$ cat config.mk
export PLATFORM = sky130hd
export DESIGN_NAME = bcd_conv_sched
export DESIGN_NICKNAME = d
export VERILOG_FILES = /design/src/rtl/bcd_conv_pkg.sv /design/src/rtl/dd_iter_core.sv /design/src/rtl/bcd_conv_sched.sv
export SDC_FILE = /design/constraint.sdc
export NUM_CORES = 1
export LEC_CHECK = 0
export BUFFER_PORTS_ARGS = -buffer_cell sky130_fd_sc_hd__buf_2
export CORE_UTILIZATION = 33
export CTS_BUF_LIST = sky130_fd_sc_hd__clkbuf_8
export DETAILED_ROUTE_END_ITERATION = 10
export GPL_TIMING_DRIVEN = 0
export PLACE_DENSITY_LB_ADDON = 0.15
export SYNTH_ARGS = -nofsm -noshare
export SYNTH_HDL_FRONTEND = slang
export SYNTH_SLANG_ARGS = --single-unit
$ cat constraint.sdc
create_clock -name clk -period 5.71 [get_ports clk]
set_clock_uncertainty 0.05 [all_clocks]
set_input_delay 0.8565 -clock clk [delete_from_list [all_inputs] [get_ports clk]]
set_output_delay 0.8565 -clock clk [all_outputs]
set_load 0.03 [all_outputs]
$ cat src/rtl/bcd_conv_pkg.sv
// Shared types and sizing helpers for the shared binary-to-BCD conversion scheduler.
package bcd_conv_pkg;

    typedef enum logic [1:0] {
        IDLE  = 2'd0,
        SHIFT = 2'd1,
        DONE  = 2'd2
    } state_e;

    function automatic int sr_w(input int bin_w, input int digits);
        return 4 * digits + bin_w;
    endfunction

    function automatic int cnt_w(input int bin_w);
        return (bin_w > 1) ? $clog2(bin_w) : 1;
    endfunction

    function automatic int id_w(input int nreq);
        return (nreq > 1) ? $clog2(nreq) : 1;
    endfunction

    // Double-dabble digit correction, applied before each shift.
    function automatic logic [3:0] add3(input logic [3:0] digit);
        return (digit >= 4'd5) ? (digit + 4'd3) : digit;
    endfunction

endpackage

$ cat src/rtl/dd_iter_core.sv
// Iterative double-dabble engine: one add-3 correction plus left shift per step.
module dd_iter_core
    import bcd_conv_pkg::*;
#(
    parameter int BIN_W      = 8,
    parameter int BCD_DIGITS = 3
) (
    input  logic                    clk,
    input  logic                    rst,
    input  logic                    load,
    input  logic [BIN_W-1:0]        operand,
    input  logic                    step,
    output logic                    last,
    output logic [4*BCD_DIGITS-1:0] bcd
);

    localparam int SR_W  = sr_w(BIN_W, BCD_DIGITS);
    localparam int CNT_W = cnt_w(BIN_W);

    logic [SR_W-1:0]  sr_q, sr_d, corr_s;
    logic [CNT_W-1:0] cnt_q, cnt_d;

    // Correct every BCD digit from its pre-shift value; binary part passes through.
    always_comb begin
        corr_s = sr_q;
        for (int d = 0; d < BCD_DIGITS; d++) begin
            corr_s[BIN_W + 4*d +: 4] = add3(sr_q[BIN_W + 4*d +: 4]);
        end
    end

    // Next shift-register and bit-counter values.
    always_comb begin
        sr_d  = sr_q;
        cnt_d = cnt_q;
        if (load) begin
            sr_d  = {{(4*BCD_DIGITS){1'b0}}, operand};
            cnt_d = '0;
        end else if (step) begin
            sr_d  = corr_s << 1;
            cnt_d = cnt_q + CNT_W'(1);
        end else begin
            sr_d  = sr_q;
            cnt_d = cnt_q;
        end
    end

    // Datapath state.
    always_ff @(posedge clk or negedge rst) begin
        if (!rst) begin
            sr_q  <= '0;
            cnt_q <= '0;
        end else begin
            sr_q  <= sr_d;
            cnt_q <= cnt_d;
        end
    end

    assign last = (cnt_q == CNT_W'(BIN_W - 1));
    assign bcd  = sr_q[SR_W-1 -: 4*BCD_DIGITS];

endmodule

$ cat src/rtl/bcd_conv_sched.sv
// Round-robin scheduler sharing one iterative binary-to-BCD engine among NREQ requesters.
module bcd_conv_sched
    import bcd_conv_pkg::*;
#(
    parameter int NREQ       = 4,
    parameter int BIN_W      = 8,
    parameter int BCD_DIGITS = 3
) (
    input  logic                    clk,
    input  logic                    rst,
    input  logic [NREQ-1:0]         req,
    input  logic [NREQ*BIN_W-1:0]   bin_in,
    output logic [NREQ-1:0]         ack,
    output logic                    busy,
    output logic                    done_valid,
    output logic [$clog2(NREQ)-1:0] done_id,
    output logic [4*BCD_DIGITS-1:0] bcd_out
);

    localparam int ID_W  = id_w(NREQ);
    localparam int IDX_W = ID_W + 1;
    localparam int BCD_W = 4 * BCD_DIGITS;

    state_e            state_q, state_d;
    logic [ID_W-1:0]   rr_q, rr_d, grant_q, grant_d, done_id_q, done_id_d;
    logic [NREQ-1:0]   ack_q, ack_d;
    logic              done_valid_q, done_valid_d, busy_q, busy_d;
    logic [BCD_W-1:0]  bcd_q, bcd_d, core_bcd_s;
    logic              gnt_found_s, load_s, step_s, last_s;
    logic [ID_W-1:0]   gnt_id_s;
    logic [IDX_W-1:0]  cand_s;
    logic [BIN_W-1:0]  operand_s;

    // Round-robin search: first active request at or after the pointer, wrapping.
    always_comb begin
        gnt_found_s = 1'b0;
        gnt_id_s    = rr_q;
        cand_s      = '0;
        for (int k = 0; k < NREQ; k++) begin
            cand_s = {1'b0, rr_q} + IDX_W'(k);
            if (cand_s >= IDX_W'(NREQ)) begin
                cand_s = cand_s - IDX_W'(NREQ);
            end else begin
                cand_s = cand_s;
            end
            if (!gnt_found_s && req[cand_s[ID_W-1:0]]) begin
                gnt_found_s = 1'b1;
                gnt_id_s    = cand_s[ID_W-1:0];
            end else begin
                gnt_found_s = gnt_found_s;
            end
        end
    end

    assign operand_s = bin_in[gnt_id_s*BIN_W +: BIN_W];

    dd_iter_core #(
        .BIN_W      (BIN_W),
        .BCD_DIGITS (BCD_DIGITS)
    ) u_core (
        .clk     (clk),
        .rst     (rst),
        .load    (load_s),
        .operand (operand_s),
        .step    (step_s),
        .last    (last_s),
        .bcd     (core_bcd_s)
    );

    // FSM state register.
    always_ff @(posedge clk or negedge rst) begin
        if (!rst) begin
            state_q <= IDLE;
        end else begin
            state_q <= state_d;
        end
    end

    // FSM next-state logic.
    always_comb begin
        state_d = state_q;
        case (state_q)
            IDLE:    state_d = gnt_found_s ? SHIFT : IDLE;
            SHIFT:   state_d = last_s ? DONE : SHIFT;
            DONE:    state_d = IDLE;
            default: state_d = IDLE;
        endcase
    end

    // FSM outputs: engine control and next values of the published result registers.
    always_comb begin
        load_s       = 1'b0;
        step_s       = 1'b0;
        rr_d         = rr_q;
        grant_d      = grant_q;
        ack_d        = '0;
        done_valid_d = 1'b0;
        done_id_d    = done_id_q;
        bcd_d        = bcd_q;
        case (state_q)
            IDLE: begin
                if (gnt_found_s) begin
                    load_s  = 1'b1;
                    grant_d = gnt_id_s;
                end else begin
                    load_s  = 1'b0;
                end
            end
            SHIFT: step_s = 1'b1;
            DONE: begin
                ack_d        = NREQ'(1) << grant_q;
                done_valid_d = 1'b1;
                done_id_d    = grant_q;
                bcd_d        = core_bcd_s;
                rr_d         = (grant_q == ID_W'(NREQ - 1)) ? '0 : grant_q + ID_W'(1);
            end
            default: load_s = 1'b0;
        endcase
        busy_d = (state_d != IDLE);
    end

    // Arbiter pointer, grant and published outputs.
    always_ff @(posedge clk or negedge rst) begin
        if (!rst) begin
            rr_q         <= '0;
            grant_q      <= '0;
            ack_q        <= '0;
            done_valid_q <= 1'b0;
            done_id_q    <= '0;
            bcd_q        <= '0;
            busy_q       <= 1'b0;
        end else begin
            rr_q         <= rr_d;
            grant_q      <= grant_d;
            ack_q        <= ack_d;
            done_valid_q <= done_valid_d;
            done_id_q    <= done_id_d;
            bcd_q        <= bcd_d;
            busy_q       <= busy_d;
        end
    end

    assign ack        = ack_q;
    assign busy       = busy_q;
    assign done_valid = done_valid_q;
    assign done_id    = done_id_q;
    assign bcd_out    = bcd_q;

endmodule

### Yosys cells after proc, flatten, opt, wreduce, memory -nomap -nowiden

Cells that the tools add are included.

* multiplexer cells: 36
* equality and inequality tests: 4
* multiply operators: 0
* $add $sub $neg: 12
* magnitude comparators: 11
* shifts and indexed selects: 2
* bitwise operators: 0
* reductions and logical operators: 10
* divide/modulo/power cells: 0

Operators by type and width (number)
* 20-bit two-way mux: 2
* 32-bit by 6-bit indexed part select with 8-bit output: 1
* 2-bit two-way mux: 10
* 1-bit two-way mux: 13
* 4-bit by 3-bit greater-or-equal comparator with 1-bit output (second input constant): 3
* 2-bit by 3-bit less-than comparator with 1-bit output (second input constant): 4
* 4-bit two-way mux: 3
* 3-bit greater-or-equal comparator (second input constant): 3
* 3-bit two-way mux: 3
* 4-bit by 2-bit adder with 4-bit output (second input constant): 2
* 1-bit binary-select mux with 2-bit select: 4
* 2-bit by 1-bit subtractor with 2-bit output (second input constant): 4
* 2-bit by 2-bit adder with 3-bit output (second input constant): 2
* 2-bit == test (second input constant): 2
* 2-bit case mux with 2 select lines: 1
* 2-bit nonzero test: 2
* 1-bit by 2-bit left shift with 4-bit output (first input constant): 1
* 2-bit by 1-bit adder with 3-bit output (second input constant): 1
* 3-bit by 1-bit adder with 3-bit output (second input constant): 1
* 3-bit by 2-bit adder with 3-bit output (second input constant): 1
* 3-bit == test (second input constant): 1
* 2-bit by 3-bit greater-or-equal comparator with 1-bit output (second input constant): 1
* 1-bit logical AND: 3
* 1-bit logical NOT: 3
* 4 further kinds: 4

* bits in read-only memories: 0
* bits in latches: 0
* memories kept: 0
* register bits after elaboration: 49
* output and inout port bits: 20
* input port bits: 38
* word-level logic and storage cells: 85
* RAM bits: 0

### Depth between registers and ports, before layout

* depth in word-level cells: 17
* gate-level depth with buffers: 7
* depth with buffers taken out: 7

### Modules after synthesis

Synthesis repeated with hierarchy kept, for this count alone.

* cells, all modules: 228
* area total of the unflattened synthesis: 2628.8 µm²

Modules (own cells, without submodules)
* bcd_conv_sched: sequential area each 650.6 µm², area each 1361.3 µm², times used 1, cells each 105
* dd_iter_core: sequential area each 575.6 µm², area each 1267.5 µm², times used 1, cells each 123

### Worst setup path before layout

OpenSTA, ideal clock, no wires.

* kind: in2reg
* start point: input req[1]
* end point: register u_core.sr_q[7]
* stages on the path: 7
* required time: 5523 ps
* path slack: 3573 ps
* arrival: 1950 ps
* buffers on the path: 2
* setup time: 137 ps
* cells stage by stage: nor4_4 > a21o_1 > buf_4 > inv_6 > buf_2 > o22ai_1 > a211oi_2

* longest elaborated chain between the ends: 15
* elaborated cells between the ends (all ways): 27
* those cells by class: 1 x shift; 19 x mux; 7 x reduce/logical

Ends and longest elaborated chain
* start, declared: line bcd_conv_sched.sv:11 `input logic [NREQ-1:0] req,`
* branches (longest 15 deep; another with 1-bit binary-select mux with 2-bit select)
* end signal, assigned: line dd_iter_core.sv:53 `sr_q <= sr_d;`
* end, declared: line dd_iter_core.sv:20 `logic [SR_W-1:0] sr_q, sr_d, corr_s;`

Parallel ways; which one is timed is not known. The select of a mux whose other input is x is not followed.
A chain may end at the register's enable or synchronous reset.

### Final worst setup path

Same ends and word-level chain as after synthesis.

==> results.txt <==
- Setup total negative slack on the finished layout was measured at 0 ns.
- R2r startpoint: state_q[1]
- For this run, the top clock speed supported by timing is around 450 MHz.
- In this run the worst path has a maximum fanout of 10.
* Iteration-0 DRC Markers: roughly 70
- Wires add up to 5.70 mm.
- Warnings from Yosys: 0
* FILL cells: 810
- Total non-filler cell area in the finished layout: between 3000 and 4000 um2
- Actual transition at the worst max-transition pin: around 1.1 ns
- Compared with the post-synthesis result, the final layout area differs by 19.2%.
- The first global-routing pass estimated about 9.5 mm of wire.
- Register share of total power: a little over a third
* Count of buffers inserted at the top-level ports: between 50 and 60
* Area share of the leading cell type in the synthesized netlist: around 47%
- Crit-path max cell delay: 0.49 ns
- WS Path Type: primary input to flip-flop
- Setup violations remaining at the end of the flow were counted as 0.
* Mapped Avg Cell Area: approximately 11 um2
- Kind of end point of the critical path: flip-flop
* Pin count of the biggest net entering global routing: 50
- Of the synthesized area, sequential elements account for between 40 and 50%.
* Residual antenna-violating net count after detailed routing: 0
- Setup repair after global routing left no endpoint under its margin.
- Power per Cell Area: 512 nW/um2
- Net total in the final layout: ~360
* Most frequent cell after synthesis: sky130_fd_sc_hd__dfrtp_1
* Sw Ratio: between 40% and 50%
- Horizontal extent of the die: 91.1 um
* Post-cts repair resize count: 0
* Die Y: 91.1 um
* Cells on worst reg2reg path: 6
* Vias after detailed routing: roughly 2000
- The tree built by TritonCTS fans out to a little under 50 sinks.
* Overflow left after global routing: 0
* Cell leakage power: 1.48 nW
- For this design, the slowest cell found on the critical path is sky130_fd_sc_hd__nor4_4.
- CTS tree: built
- Across every metal layer, demand over resource in global routing totals between 10 and 15%.
* Final-report max-slew violation count: 0
- The worst hold path passes through 2 cells.
- The initial utilization of the core area, before any placement, comes to roughly a third.
- Max-cap violations in this run came to 0.
- Post-synthesis register bit count: between 40 and 50
* Hold worst-path end: bcd_out[11]
* Mapped Area: between 2000 and 3000 um2
- The region available for standard cell placement spans just under 8000 um2.
- The internal power of the cells totals ~0.90 mW.
- The initial antenna violation count was 0.
- When the netlist entered floorplanning its net count stood at between 200 and 300.
- Number of clock buffers inserted by TritonCTS: 5
- The worst path meets setup with 3.47 ns of slack.
- Async S/R FF share, synth: 100%
* RePlAce Congestion: 0.786
* Cell repeated most along the worst path: sky130_fd_sc_hd__buf_2
* Terminus of the critical flop-to-flop path: u_core.sr_q[4]
* Source-to-sink clock delay at the later pin of the worst-skew pair: around 0.30 ns
- The clock network burns between 10% and 20% of the power.
- Via count of the first global-routing pass: 2007
- DR WL/cell: roughly 14 um
- Measured against its own limit, the worst slew margin works out to approximately 27%.
- Across the VDD grid, the largest voltage drop is roughly 0.00014 V.
- During I/O placement, the number of pins put on the boundary was 58.
- Top cell type by total area after synthesis: sky130_fd_sc_hd__dfrtp_1
- For the worst setup path, the data arrival time is between 2 and 2.5 ns.
- Leading register cell type out of synthesis: sky130_fd_sc_hd__dfrtp_1
- The floorplan has 32 rows.
- Final period utilization: between 30 and 40%
* Hold Path Origin: bcd_out[11]
* Worst hold path class: flip-flop to flip-flop
- Util after Layout: roughly 41%
* Fin crit period: between 2 and 2.5 ns
- Total net switching power: between 0.6 and 0.7 mW
* Cell types with the highest counts after synthesis: sky130_fd_sc_hd__dfrtp_1, sky130_fd_sc_hd__nand2_1, sky130_fd_sc_hd__o21ai_0, sky130_fd_sc_hd__ha_1, sky130_fd_sc_hd__inv_1
* Placed standard-cell area: between 3000 and 4000 um2
* Post-CTS clock slew at the launch and capture registers of the worst setup and hold paths: 0.10 ns
- Buffers from clock root to sink, at most: 2
- Number of detailed-routing iterations run before antenna repair: 4
- Main area contributors after synthesis: sky130_fd_sc_hd__dfrtp_1, sky130_fd_sc_hd__ha_1, sky130_fd_sc_hd__nand2_1, sky130_fd_sc_hd__o21ai_0, sky130_fd_sc_hd__a2111oi_4
- Yosys mapped the design onto 50 distinct sky130hd cell types.
- # Post-CTS Setup Buffers: 0
- For this run, design rule violations remaining after detail routing come to 0.
- Number of instances in the synthesized netlist: ~250
- 0 antenna diodes ended up in the layout.
* Cells along the critical path: buf_2, nor4_4, a21o_1, buf_4, inv_6, buf_2, o22ai_1, a211oi_2
- H-Tree Level Count: 2
- Status: complete, no violations
- Hold buffer count at CTS: 0
- The count of final hold-check violations came to 0.
* Required time reported for the critical path endpoint: about 5.8 ns
* Setup slack after placement: ~3.1 ns
- EDFF count, synth: 0
* Reg-to-reg setup timing slack: around 3.6 ns
- The die covers around 8300 um2.
* HPWL reported at the end of detailed placement: between 4 and 5 mm
* Via/cell ratio: 4.90
- STA classifies the critical path startpoint as a primary input.
- Ratio of cells with drive above 1 in the final layout: 28.8%
* Combinational share of power: around 51%
- Clock tree synthesis selected as its root buffer the cell sky130_fd_sc_hd__clkbuf_8.
-- layer usage --
metal	vias up	global-route usage, %	wire, um
li1	1028	-	-
met1	957	19.2	2780
met2	42	23.5	2650
met3	8	2.51	178
met4	0	4.37	86
met5	-	0	0
-- metrics by stage --
step / hold slack, ns / power, mW / instances
global route: 0.453 / 1.73 / 415
CTS: 0.434 / 1.62 / 415
finish: 0.425 / 1.60 / 415
global placement: 0.405 / 1.39 / 407
detailed placement: 0.409 / 1.40 / 407
floorplan: 0.401 / 1.20 / 248
-- state kept, by name, summed over array words and instances (netlist names) --
register and count:
u_core.sr_q 20, bcd_out 12, done_id 2, busy 1, grant_q 2, rr_q 2
ack 4, u_core.cnt_q 3, done_valid 1, state_q 2
-- cells in the final DEF (no fill, tap or decap), types with 2 or more instances in the layout --
cell type / n
sky130_fd_sc_hd__nor2_1: 8
sky130_fd_sc_hd__ha_1: 12
sky130_fd_sc_hd__nor3_1: 5
sky130_fd_sc_hd__nand2b_1: 6
sky130_fd_sc_hd__buf_2: 58
sky130_fd_sc_hd__mux2i_1: 7
sky130_fd_sc_hd__and2_1: 5
sky130_fd_sc_hd__a21oi_1: 8
sky130_fd_sc_hd__a211oi_1: 6
sky130_fd_sc_hd__clkbuf_1: 5
sky130_fd_sc_hd__o21ai_0: 17
sky130_fd_sc_hd__o22ai_1: 10
sky130_fd_sc_hd__clkbuf_8: 5
sky130_fd_sc_hd__a22o_1: 2
sky130_fd_sc_hd__o32ai_1: 2
sky130_fd_sc_hd__nor4_1: 5
sky130_fd_sc_hd__and4_1: 4
sky130_fd_sc_hd__a41o_1: 5
sky130_fd_sc_hd__xnor2_1: 3
sky130_fd_sc_hd__or2_2: 2
sky130_fd_sc_hd__buf_4: 3
sky130_fd_sc_hd__xor2_1: 2
sky130_fd_sc_hd__a2111oi_4: 3
sky130_fd_sc_hd__inv_6: 2
sky130_fd_sc_hd__nand2_1: 37
sky130_fd_sc_hd__inv_1: 11
sky130_fd_sc_hd__o31ai_1: 4
sky130_fd_sc_hd__dfrtp_1: 49
sky130_fd_sc_hd__a32o_1: 3
-- logic make-up (layout without fill, tap and decap cells) --
group / Yosys count / after routing / share of synthesized area [%]
and+or+nand+nor: 83 / 83 / 17.5
AOI/OAI and AO/OA: 69 / 69 / 21.0
buffers and inverters: 23 / 88 / 4.68
muxes: 7 / 7 / 2.67
xor gates and xnor gates: 5 / 5 / 1.67
DFF: 49 / 49 / 46.8
adders and majority gates: 12 / 12 / 5.73
-- critical path, delay by kind of cell --
| kind | cells | cell delay, ns |
|---|---|---|
| simple gates | 1 | 0.49 |
| buf+inv | 4 | 0.58 |
| compound gates | 3 | 0.42 |
-- cell type report --
class                   count  area [um2]  share of cell area, %
plain buffers              11        72.6                   2.32
clock buffers               5        68.8                   2.20
clock inverters             3        21.3                  0.681
inverters                  12        50.0                   1.60
multi-input cells         176        1270                   40.8
flip-flops and latches     49        1230                   39.2
well taps                 102         128                   4.08
repair buffers             57         285                   9.13
-- worst max-delay path by stage --
stage | startpoint | to | slack (ns) | cells after the start
floorplan | req[1] | u_core.sr_q[7] | 3.57 | 7
global placement | req[1] | u_core.sr_q[7] | 3.15 | 8
detailed placement | req[1] | u_core.sr_q[7] | 3.12 | 8
CTS | req[1] | u_core.sr_q[7] | 3.45 | 8
global route | req[1] | u_core.sr_q[7] | 3.36 | 8
finish | req[1] | u_core.sr_q[7] | 3.47 | 8
-- power by group through the flow --
stage / Sequential (mW) / Combinational, mW / Clock [mW]
CTS: 0.582 / 0.818 / 0.216
floorplan: 0.645 / 0.553 / 0
detailed placement: 0.589 / 0.815 / 0
global route: 0.601 / 0.897 / 0.231
global placement: 0.586 / 0.802 / 0
finish: 0.584 / 0.809 / 0.207
(Power assumes the default switching activity.)
